[src/rtl/video_sync_gen.sv]
// ---------------------------------------------------------------------------
// video_sync_gen
//   Parametrised raster timing generator. Keeps its own pixel (hcnt) and line
//   (vcnt) counters and runs two phase FSMs (ACT -> FP -> SYN -> BP) that
//   produce horizontal/vertical/composite sync, composite blanking, and
//   line/frame start strobes. Every output is a register loaded from the same
//   next-state values as the counters, so all outputs stay cycle-aligned with
//   hcnt/vcnt and there is no combinational input-to-output path.
//
// Optional build macro:
//   INTERLACE_EN - when defined, a field bit toggles on every frame wrap; odd
//                  fields get one extra back-porch line and their vsync is
//                  shifted by half a line. When undefined, field is tied 0.
//
// Ports:
//   CK           in   1   pixel clock
//   RN           in   1   asynchronous active-low reset
//   en           in   1   pixel-advance enable; low freezes counters/outputs
//   sclr         in   1   synchronous restart to (0,0); overrides en
//   hcnt         out  HW  pixel counter, 0..H_TOTAL-1
//   vcnt         out  VW  line counter, 0..V_TOTAL-1 (V_TOTAL in odd field)
//   hphase       out  2   horizontal phase: 0 ACT, 1 FP, 2 SYN, 3 BP
//   vphase       out  2   vertical phase, same encoding
//   hsync        out  1   horizontal sync, polarity set by SYNC_POL
//   vsync        out  1   vertical sync, polarity set by SYNC_POL
//   csync        out  1   composite sync (hsync XOR vsync), polarity SYNC_POL
//   cblank       out  1   high while either phase is outside ACT
//   line_start   out  1   one-cycle pulse when hcnt wraps to 0
//   frame_start  out  1   one-cycle pulse when (hcnt,vcnt) wraps to (0,0)
//   field        out  1   interlace field index
// ---------------------------------------------------------------------------
module video_sync_gen #(
  parameter int HW       = 11,
  parameter int VW       = 10,
  parameter int H_ACTIVE = 640,
  parameter int H_FP     = 16,
  parameter int H_SYNC   = 96,
  parameter int H_BP     = 48,
  parameter int V_ACTIVE = 480,
  parameter int V_FP     = 10,
  parameter int V_SYNC   = 2,
  parameter int V_BP     = 33,
  parameter int SYNC_POL = 0
) (
  input  logic          CK,
  input  logic          RN,
  input  logic          en,
  input  logic          sclr,
  output logic [HW-1:0] hcnt,
  output logic [VW-1:0] vcnt,
  output logic [1:0]    hphase,
  output logic [1:0]    vphase,
  output logic          hsync,
  output logic          vsync,
  output logic          csync,
  output logic          cblank,
  output logic          line_start,
  output logic          frame_start,
  output logic          field
);

  localparam int H_TOTAL     = H_ACTIVE + H_FP + H_SYNC + H_BP;
  localparam int V_TOTAL     = V_ACTIVE + V_FP + V_SYNC + V_BP;
  localparam int H_SYN_START = H_ACTIVE + H_FP;
  localparam int H_BP_START  = H_SYN_START + H_SYNC;
  localparam int V_SYN_START = V_ACTIVE + V_FP;
  localparam int V_BP_START  = V_SYN_START + V_SYNC;

  // Level driven onto a sync pin while that sync is asserted.
  localparam logic ACT_LVL = (SYNC_POL != 0);

  typedef enum logic [1:0] {
    PH_ACT = 2'd0,
    PH_FP  = 2'd1,
    PH_SYN = 2'd2,
    PH_BP  = 2'd3
  } phase_t;

  phase_t          h_state, h_state_nxt;
  phase_t          v_state, v_state_nxt;
  logic [HW-1:0]   h_nxt;
  logic [VW-1:0]   v_nxt;
  logic [VW-1:0]   v_last;
  logic            field_nxt;
  logic            adv, h_wrap, f_wrap;
  logic            hs_act_nxt, vs_act_nxt;

  // sclr takes priority, so a pixel only advances when it is low.
  assign adv    = en & ~sclr;
  assign h_wrap = adv && (hcnt == HW'(H_TOTAL - 1));
  assign f_wrap = h_wrap && (vcnt == v_last);

`ifdef INTERLACE_EN
  // The odd field carries one extra back-porch line.
  assign v_last = field ? VW'(V_TOTAL) : VW'(V_TOTAL - 1);
`else
  assign v_last = VW'(V_TOTAL - 1);
`endif

  // -------------------------------------------------------------------------
  // Counter and field next-state
  // -------------------------------------------------------------------------
  always_comb begin
    // NOTE: every combinational output gets a default first so no path
    // through the block leaves it unassigned (which would infer a latch).
    h_nxt     = hcnt;
    v_nxt     = vcnt;
    field_nxt = field;
    if (sclr) begin
      h_nxt     = '0;
      v_nxt     = '0;
      field_nxt = 1'b0;
    end else if (adv) begin
      if (h_wrap) begin
        h_nxt = '0;
        if (f_wrap) begin
          v_nxt = '0;
`ifdef INTERLACE_EN
          field_nxt = ~field;
`endif
        end else begin
          v_nxt = vcnt + 1'b1;
        end
      end else begin
        h_nxt = hcnt + 1'b1;
      end
    end
`ifndef INTERLACE_EN
    field_nxt = 1'b0;
`endif
  end

  // -------------------------------------------------------------------------
  // Phase FSMs: state registers
  // -------------------------------------------------------------------------
  always_ff @(posedge CK or negedge RN) begin
    if (!RN) begin
      h_state <= PH_ACT;
      v_state <= PH_ACT;
    end else begin
      // NOTE: clocked state uses non-blocking assignments so every register
      // samples pre-edge values regardless of statement order.
      h_state <= h_state_nxt;
      v_state <= v_state_nxt;
    end
  end

  // Horizontal FSM: transitions are keyed on the count being entered, so the
  // registered phase lines up with the registered hcnt.
  always_comb begin
    h_state_nxt = h_state;
    if (sclr) begin
      h_state_nxt = PH_ACT;
    end else if (adv) begin
      case (h_state)
        PH_ACT: if (h_nxt == HW'(H_ACTIVE))    h_state_nxt = PH_FP;
        PH_FP:  if (h_nxt == HW'(H_SYN_START)) h_state_nxt = PH_SYN;
        PH_SYN: if (h_nxt == HW'(H_BP_START))  h_state_nxt = PH_BP;
        PH_BP:  if (h_wrap)                    h_state_nxt = PH_ACT;
      endcase
    end
  end

  // Vertical FSM: only moves on a line wrap.
  always_comb begin
    v_state_nxt = v_state;
    if (sclr) begin
      v_state_nxt = PH_ACT;
    end else if (h_wrap) begin
      case (v_state)
        PH_ACT: if (v_nxt == VW'(V_ACTIVE))    v_state_nxt = PH_FP;
        PH_FP:  if (v_nxt == VW'(V_SYN_START)) v_state_nxt = PH_SYN;
        PH_SYN: if (v_nxt == VW'(V_BP_START))  v_state_nxt = PH_BP;
        PH_BP:  if (f_wrap)                    v_state_nxt = PH_ACT;
      endcase
    end
  end

  // -------------------------------------------------------------------------
  // Sync decode for the upcoming cycle
  // -------------------------------------------------------------------------
  assign hs_act_nxt = (h_state_nxt == PH_SYN);

`ifdef INTERLACE_EN
  localparam int H_HALF = H_TOTAL / 2;

  // Odd field: the vsync window starts and ends half a line late.
  logic vs_half;
  assign vs_half = ((v_nxt == VW'(V_SYN_START)) && (h_nxt >= HW'(H_HALF))) ||
                   ((v_nxt >  VW'(V_SYN_START)) && (v_nxt <  VW'(V_BP_START))) ||
                   ((v_nxt == VW'(V_BP_START))  && (h_nxt <  HW'(H_HALF)));
  assign vs_act_nxt = field_nxt ? vs_half : (v_state_nxt == PH_SYN);
`else
  assign vs_act_nxt = (v_state_nxt == PH_SYN);
`endif

  // -------------------------------------------------------------------------
  // Output registers
  // -------------------------------------------------------------------------
  always_ff @(posedge CK or negedge RN) begin
    if (!RN) begin
      hcnt        <= '0;
      vcnt        <= '0;
      hsync       <= ~ACT_LVL;
      vsync       <= ~ACT_LVL;
      csync       <= ~ACT_LVL;
      cblank      <= 1'b0;
      line_start  <= 1'b0;
      frame_start <= 1'b0;
      field       <= 1'b0;
    end else begin
      hcnt        <= h_nxt;
      vcnt        <= v_nxt;
      hsync       <= hs_act_nxt ? ACT_LVL : ~ACT_LVL;
      vsync       <= vs_act_nxt ? ACT_LVL : ~ACT_LVL;
      csync       <= (hs_act_nxt ^ vs_act_nxt) ? ACT_LVL : ~ACT_LVL;
      cblank      <= !((h_state_nxt == PH_ACT) && (v_state_nxt == PH_ACT));
      // Strobes fire only on a real advance or a restart; a frozen cycle
      // clears them.
      line_start  <= sclr | h_wrap;
      frame_start <= sclr | f_wrap;
      field       <= field_nxt;
    end
  end

  assign hphase = h_state;
  assign vphase = v_state;

endmodule
[config.mk]
export PLATFORM = sky130hd
export DESIGN_NAME = video_sync_gen
export DESIGN_NICKNAME = d
export VERILOG_FILES = /design/src/rtl/video_sync_gen.sv
export SDC_FILE = /design/constraint.sdc
export NUM_CORES = 1
export LEC_CHECK = 0
export CORE_MARGIN = 2
export CORE_UTILIZATION = 38
export DETAILED_ROUTE_END_ITERATION = 10
export PLACE_DENSITY = 0.7
export SLEW_MARGIN = 40
export SYNTH_ARGS = -nofsm -noshare
export SYNTH_HDL_FRONTEND = slang
export SYNTH_SLANG_ARGS = --single-unit
[constraint.sdc]
create_clock -name CK -period 4.75 [get_ports CK]
set_clock_uncertainty 0.1 [all_clocks]
set_input_delay 1.1875 -clock CK [delete_from_list [all_inputs] [get_ports CK]]
set_output_delay 1.1875 -clock CK [all_outputs]
set_load 0.05 [all_outputs]
# --- After elaboration in Yosys (flattened, before gate mapping) ---
# Cells that the tools add are included.
word_totals:
  regBits: 31
  input_bits: 4
  output_inout_bits: 32
classes:
  add_sub_neg: 2
  n_eq_ne: 16
  muxes: 24
  n_bitwise: 5
  reduce_logical: 8
op_table:
  columns: ["cell", "count"]
  rows:
  - ["11-bit by 10-bit equality test with 1-bit output (second input constant)", 4]
  - ["10-bit 2-to-1 mux", 4]
  - ["11-bit 2-to-1 mux", 3]
  - ["10-bit by 9-bit equality test with 1-bit output (second input constant)", 3]
  - ["2-bit 2-to-1 mux", 12]
  - ["2-bit case mux with 4 select lines", 2]
  - ["2-bit equality test (second input constant)", 6]
  - ["11-bit by 1-bit adder with 11-bit output (second input constant)", 1]
  - ["10-bit by 1-bit adder with 10-bit output (second input constant)", 1]
  - ["10-bit equality test (second input constant)", 1]
  - ["2-bit zero test", 4]
  - ["2-bit by 1-bit equality test with 1-bit output (second input constant)", 2]
  - ["1-bit logical AND", 3]
  - ["1-bit 2-to-1 mux", 3]
  - ["1-bit OR", 2]
  - ["1-bit bitwise AND", 1]
  - ["1-bit zero test", 1]
  - ["1-bit NOT", 1]
  - ["1-bit XOR", 1]

# --- Logic depth before layout (Yosys ltp) ---
depth:
  ltp_word: 16
  ltp_mapped: 11
  ltp_nobuf: 10

# --- Worst setup path before layout ---
# OpenSTA, ideal clock, no wires.
synth_path:
  path_kind: "input to register"
  start: "in en"
  end: "reg cblank"
  setup_ns: 0.138
  arrival_ns: 3.663
  path_slack_ns: 0.849
  cell_stages: 10
  path_buffers: 2
  cell_sequence: "buf_6 > nor2b_1 > buf_2 > nand4_1 > or4_1 > a21oi_1 > and4bb_1 > a32o_2 > or2_1 > or4_1"
synth_via:
  elab_chain_len: 15
synth_lines:
  columns: ["element", "line", "rtl"]
  rows:
  - ["start: declaration", "47", "input logic en,"]
  - ["1-bit bitwise AND (*)", "89", "assign adv = en & ~sclr;"]
  - ["1-bit logical AND", "90", "assign h_wrap = adv && (hcnt == HW'(H_TOTAL - 1));"]
  - ["1-bit logical AND", "91", "assign f_wrap = h_wrap && (vcnt == v_last);"]
  - ["10-bit 2-to-1 mux", "116", "if (f_wrap) begin"]
  - ["10-bit 2-to-1 mux", "114", "if (h_wrap) begin"]
  - ["10-bit 2-to-1 mux (*)", "113", "end else if (adv) begin"]
  - ["10-bit 2-to-1 mux (*)", "109", "if (sclr) begin"]
  - ["net v_nxt[9]", "82", "logic [VW-1:0] v_nxt;"]
  - ["10-bit by 9-bit equality test with 1-bit output (on tied branches)", "173, 171, 172", null]
  - ["2-bit 2-to-1 mux (on tied branches)", "173, 171, 172", null]
  - ["2-bit case mux with 4 select lines (*)", "170", "case (v_state)"]
  - ["2-bit 2-to-1 mux (*)", "169", "end else if (h_wrap) begin"]
  - ["2-bit 2-to-1 mux (*)", "167", "if (sclr) begin"]
  - ["net v_state_nxt[0]", "80", "phase_t v_state, v_state_nxt;"]
  - ["2-bit zero test (*)", "217", "cblank <= !((h_state_nxt == PH_ACT) && (v_state_nxt == PH_ACT));"]
  - ["1-bit logical AND (*)", "217", null]
  - ["1-bit zero test (*)", "217", null]
  - ["end signal: assignment", "217", null]
  - ["end: declaration", "56", "output logic cblank,"]
# The timed path passes the listed nets; every way through them passes the cells marked *.

# --- Worst setup path after layout ---
layout_path:
  start: "in sclr"
  end: "reg cblank"
layout_via:
  elab_chain_len: 16
layout_lines:
  columns: ["element", "line", "rtl"]
  rows:
  - ["start: declaration", "48", "input logic sclr,"]
  - ["1-bit NOT", "89", null]
  - ["1-bit bitwise AND", "89", null]
  - ["1-bit logical AND", "90", null]
  - ["1-bit logical AND", "91", null]
  - ["10-bit 2-to-1 mux", "116", null]
  - ["10-bit 2-to-1 mux", "114", null]
  - ["10-bit 2-to-1 mux", "113", null]
  - ["10-bit 2-to-1 mux", "109", null]
  - ["10-bit by 9-bit equality test with 1-bit output (on tied branches)", "173, 171, 172", null]
  - ["2-bit 2-to-1 mux (on tied branches)", "173, 171, 172", null]
  - ["2-bit case mux with 4 select lines", "170", null]
  - ["2-bit 2-to-1 mux", "169", null]
  - ["2-bit 2-to-1 mux (*)", "167", null]
  - ["net v_state_nxt[0]", "80", null]
  - ["2-bit zero test (*)", "217", null]
  - ["1-bit logical AND (*)", "217", null]
  - ["1-bit zero test (*)", "217", null]
# Marks and branches as above.

==> out/qor.csv <==
metric,value,unit
final setup fails,0,
status,"finished, final reports clean",
"Hold Vio Cnt, Final",0,
worst slew pin tran,0.507,ns
internal power,0.000383,W
router iterations before antenna repair,4,
R2R Path Start,hcnt[0],
# diodes,0,
area of the multi-input gates,0.00101,mm2
largest net degree at the start of global routing,32,
most crowded layer after global routing,met2,
first-pass GRT wire length,8050,um
Crit path largest cell delay,0.51,ns
share of the synthesized area in the top cell type,36.5,%
Final Hold Slack,0.502,ns
Setup Buffers After CTS,0,
# DRC,0,
pre-CTS setup slack,0.289,ns
register area share after synthesis,40.6,%
Skew-Pair Late Insertion Delay,0.29,ns
Crit path max-delay family,simple AND/OR/NAND/NOR gates,
synthesis-stage register bit count,31,
final setup margin,0.580,ns
M3 GR Usage,4.15,%
Clock Path Buffers,2,
Avg Inst Size Synth,9.28,um2
crit path DAT,4.23,ns
crit share post-route,87.8,%
asr flop ratio synth,100,%
hold_sp,vcnt[7],
vias in the first global route,1677,
cells after synthesis,207,
CP Capture Type,flip-flop,
Final Max Slew Viols,0,
Clk pwr share,39.2,%
synth warn,0,
Clock Pin Slew Worst Setup and Hold Paths,0.07,ns
synth top area cells,"dfrtp_1 36%, dfstp_2 4.1%, buf_6 2.9%",
post-cts resize count,0,
met2 Use GR,28.6,%
Sw Pwr,0.000131,W
Root Driver,clkbuf_8,
Tmin final,4.17,ns
combinational power share,8.4,%
via count,1786,
critical path buffer and inverter count,2,
crit-path cells,clkdlybuf4s50_1 -> buf_4 -> nand4b_1 -> or4_4 -> or3_1 -> a22oi_1 -> and4bb_1 -> a221oi_2 -> or2_1 -> or4_1,
most repeated cell in the gate-level netlist after synthesis,dfrtp_1,
vias per cell,5.67,
FMAX,240,MHz
pwr/cell area,214,mW/mm2
RSZ-0062 raised after global routing,no,
Hold Buf Count CTS,0,
# IOs,36,
Pwr Total,0.000514,W
drt total wl,4830,um
ys flop type,dfrtp_1,
Sw Ratio,25.5,%
cell at the slowest stage of the critical path,or4_1,
TritonCTS clock tree,done,
Crit path required time,4.81,ns
Setup TNS,0,ns
Synth area leader,dfrtp_1,
register area,779,um2
Filler cells,447,
CP Max Fanout,14,
IO Port Bufs,34,
leak pwr,0.956,nW
Iteration-0 DRC Markers,144,
Max Cap Viol,0,
Final ANT Viol Nets,0,
DIE HEIGHT,75.1,um
Startpoint Class,input pin,
relative slew slack,65.9,%
"EDFF count, synth",0,
Synth Cell Area,0.00192,mm2
Core Area,0.00479,mm2
Commonest cells post-synth,"28 x dfrtp_1, 15 x nor2_1, 14 x inv_1, 14 x nand2_1, 10 x nand3_1",
Util after Layout,50.3,%
Worst Setup SP,sclr,
Die Footprint,0.00564,mm2
Clock Sinks,31,
worst min-delay path category,flip-flop to flip-flop,
per-cell routed wire length,15.3,um
Row Count,25,
# nets final,254,
die width,75.1,um
worst vdd ir,0.127,mV
Unique masters post-synth,54,
Sequential Power Share,52.4,%
CP Class,input pin to flip-flop,
routing usage on met1,26.7,%
initial antenna violation count,0,
total track usage,18.8,%
CTS Buf Count,5,
post-DP HPWL,3510,um
Synth-to-Final Area Change,25.3,%
fraction of layout cells with a size suffix above 1,10.5,%
syn nets,214,
Max H-tree Level,2,
grt ovf,0,
starting density of the core,40.2,%
RD Place Congestion,0.872,
-- placed cells by master, fill, tap and decap left out, types with 3 or more instances in the layout --
| cell type | count |
|---|---|
| clkdlybuf4s50_1 | 34 |
| dfrtp_1 | 28 |
| nor2_1 | 15 |
| inv_1 | 14 |
| nand2_1 | 14 |
| nand3_1 | 10 |
| nand4_1 | 9 |
| a21oi_1 | 9 |
| buf_4 | 8 |
| nor3_1 | 6 |
| or4_1 | 6 |
| o21ai_0 | 5 |
| xnor2_1 | 5 |
| xor2_1 | 5 |
| clkbuf_8 | 5 |
| nand2b_1 | 4 |
| nor4_1 | 4 |
| and3_1 | 4 |
| or3_1 | 4 |
| o31ai_1 | 3 |
| nor2b_1 | 3 |
| o311ai_0 | 3 |
| o41ai_1 | 3 |
| mux2i_1 | 3 |
| ha_1 | 3 |
| dfstp_2 | 3 |
-- sequential cells by signal, summed over array words and instances, names as in the netlist --
register	cells
vphase	2
cblank	1
hsync	1
vsync	1
hcnt	11
vcnt	10
frame_start	1
hphase	2
line_start	1
csync	1
-- routing by layer --
layer / vias to the layer above / routed length (um)
met3: 8 / 317
met4: 0 / 78
met5: - / 0
met1: 855 / 2210
li1: 851 / -
met2: 72 / 2220
-- metrics by stage --
stage	cell area (um2)	std cells
detailed placement	2330	307
CTS	2410	315
global route	2410	315
floorplan	1920	207
global placement	2330	307
finish	2410	315
-- cell type report --
type / instances / share of cell area, %
repair buffers: 42 / 16.6
well taps: 67 / 3.48
clock buffers: 7 / 3.17
flip-flops and latches: 31 / 32.4
inverters: 14 / 2.18
clock inverters: 1 / 0.208
multi-input cells: 153 / 41.9
-- power by group through the flow --
stage          registers, W  logic [W]  clock network [W]
5_1_grt            0.000269  0.0000471           0.000216
4_1_cts            0.000269  0.0000436           0.000206
3_3_place_gp       0.000274  0.0000435                  0
6_report           0.000269  0.0000432           0.000202
2_1_floorplan      0.000281  0.0000186                  0
3_5_place_dp       0.000274  0.0000435                  0
-- worst reg2reg max path, delay by kind of cell, from the launching register on --
family / cells / cell delay [ns]
AO/OA/AOI/OAI: 2 / 0.26
adder cells (fa/ha/maj): 1 / 0.36
buffers and inverters: 1 / 0.27
flip-flops: 1 / 0.49
AND/OR/NAND/NOR: 6 / 2.03
-- worst paths after layout --
kind | end | depth (start not counted) | slack, ns
min reg2reg | vcnt[7] | 1 | 0.50
max | cblank | 10 | 0.58
max in group asynchronous | hsync | 2 | 3.03
min | vcnt[7] | 1 | 0.50
min in group asynchronous | vcnt[3] | 2 | 1.19
max reg2reg | cblank | 10 | 1.11
-- kinds of logic (layout without fill, tap and decap cells) --
kind of cell	after synthesis	in the layout	share of synthesized area (%)
compound gates	43	43	16.7
mux	3	3	1.56
xor+xnor	10	10	4.56
fa+ha+maj	3	3	1.95
other cells	1	1	0.195
buf+inv	23	64	6.90
simple gates	93	93	27.6
flops	31	31	40.6
No activity file was read; power rests on OpenSTA's default activity.
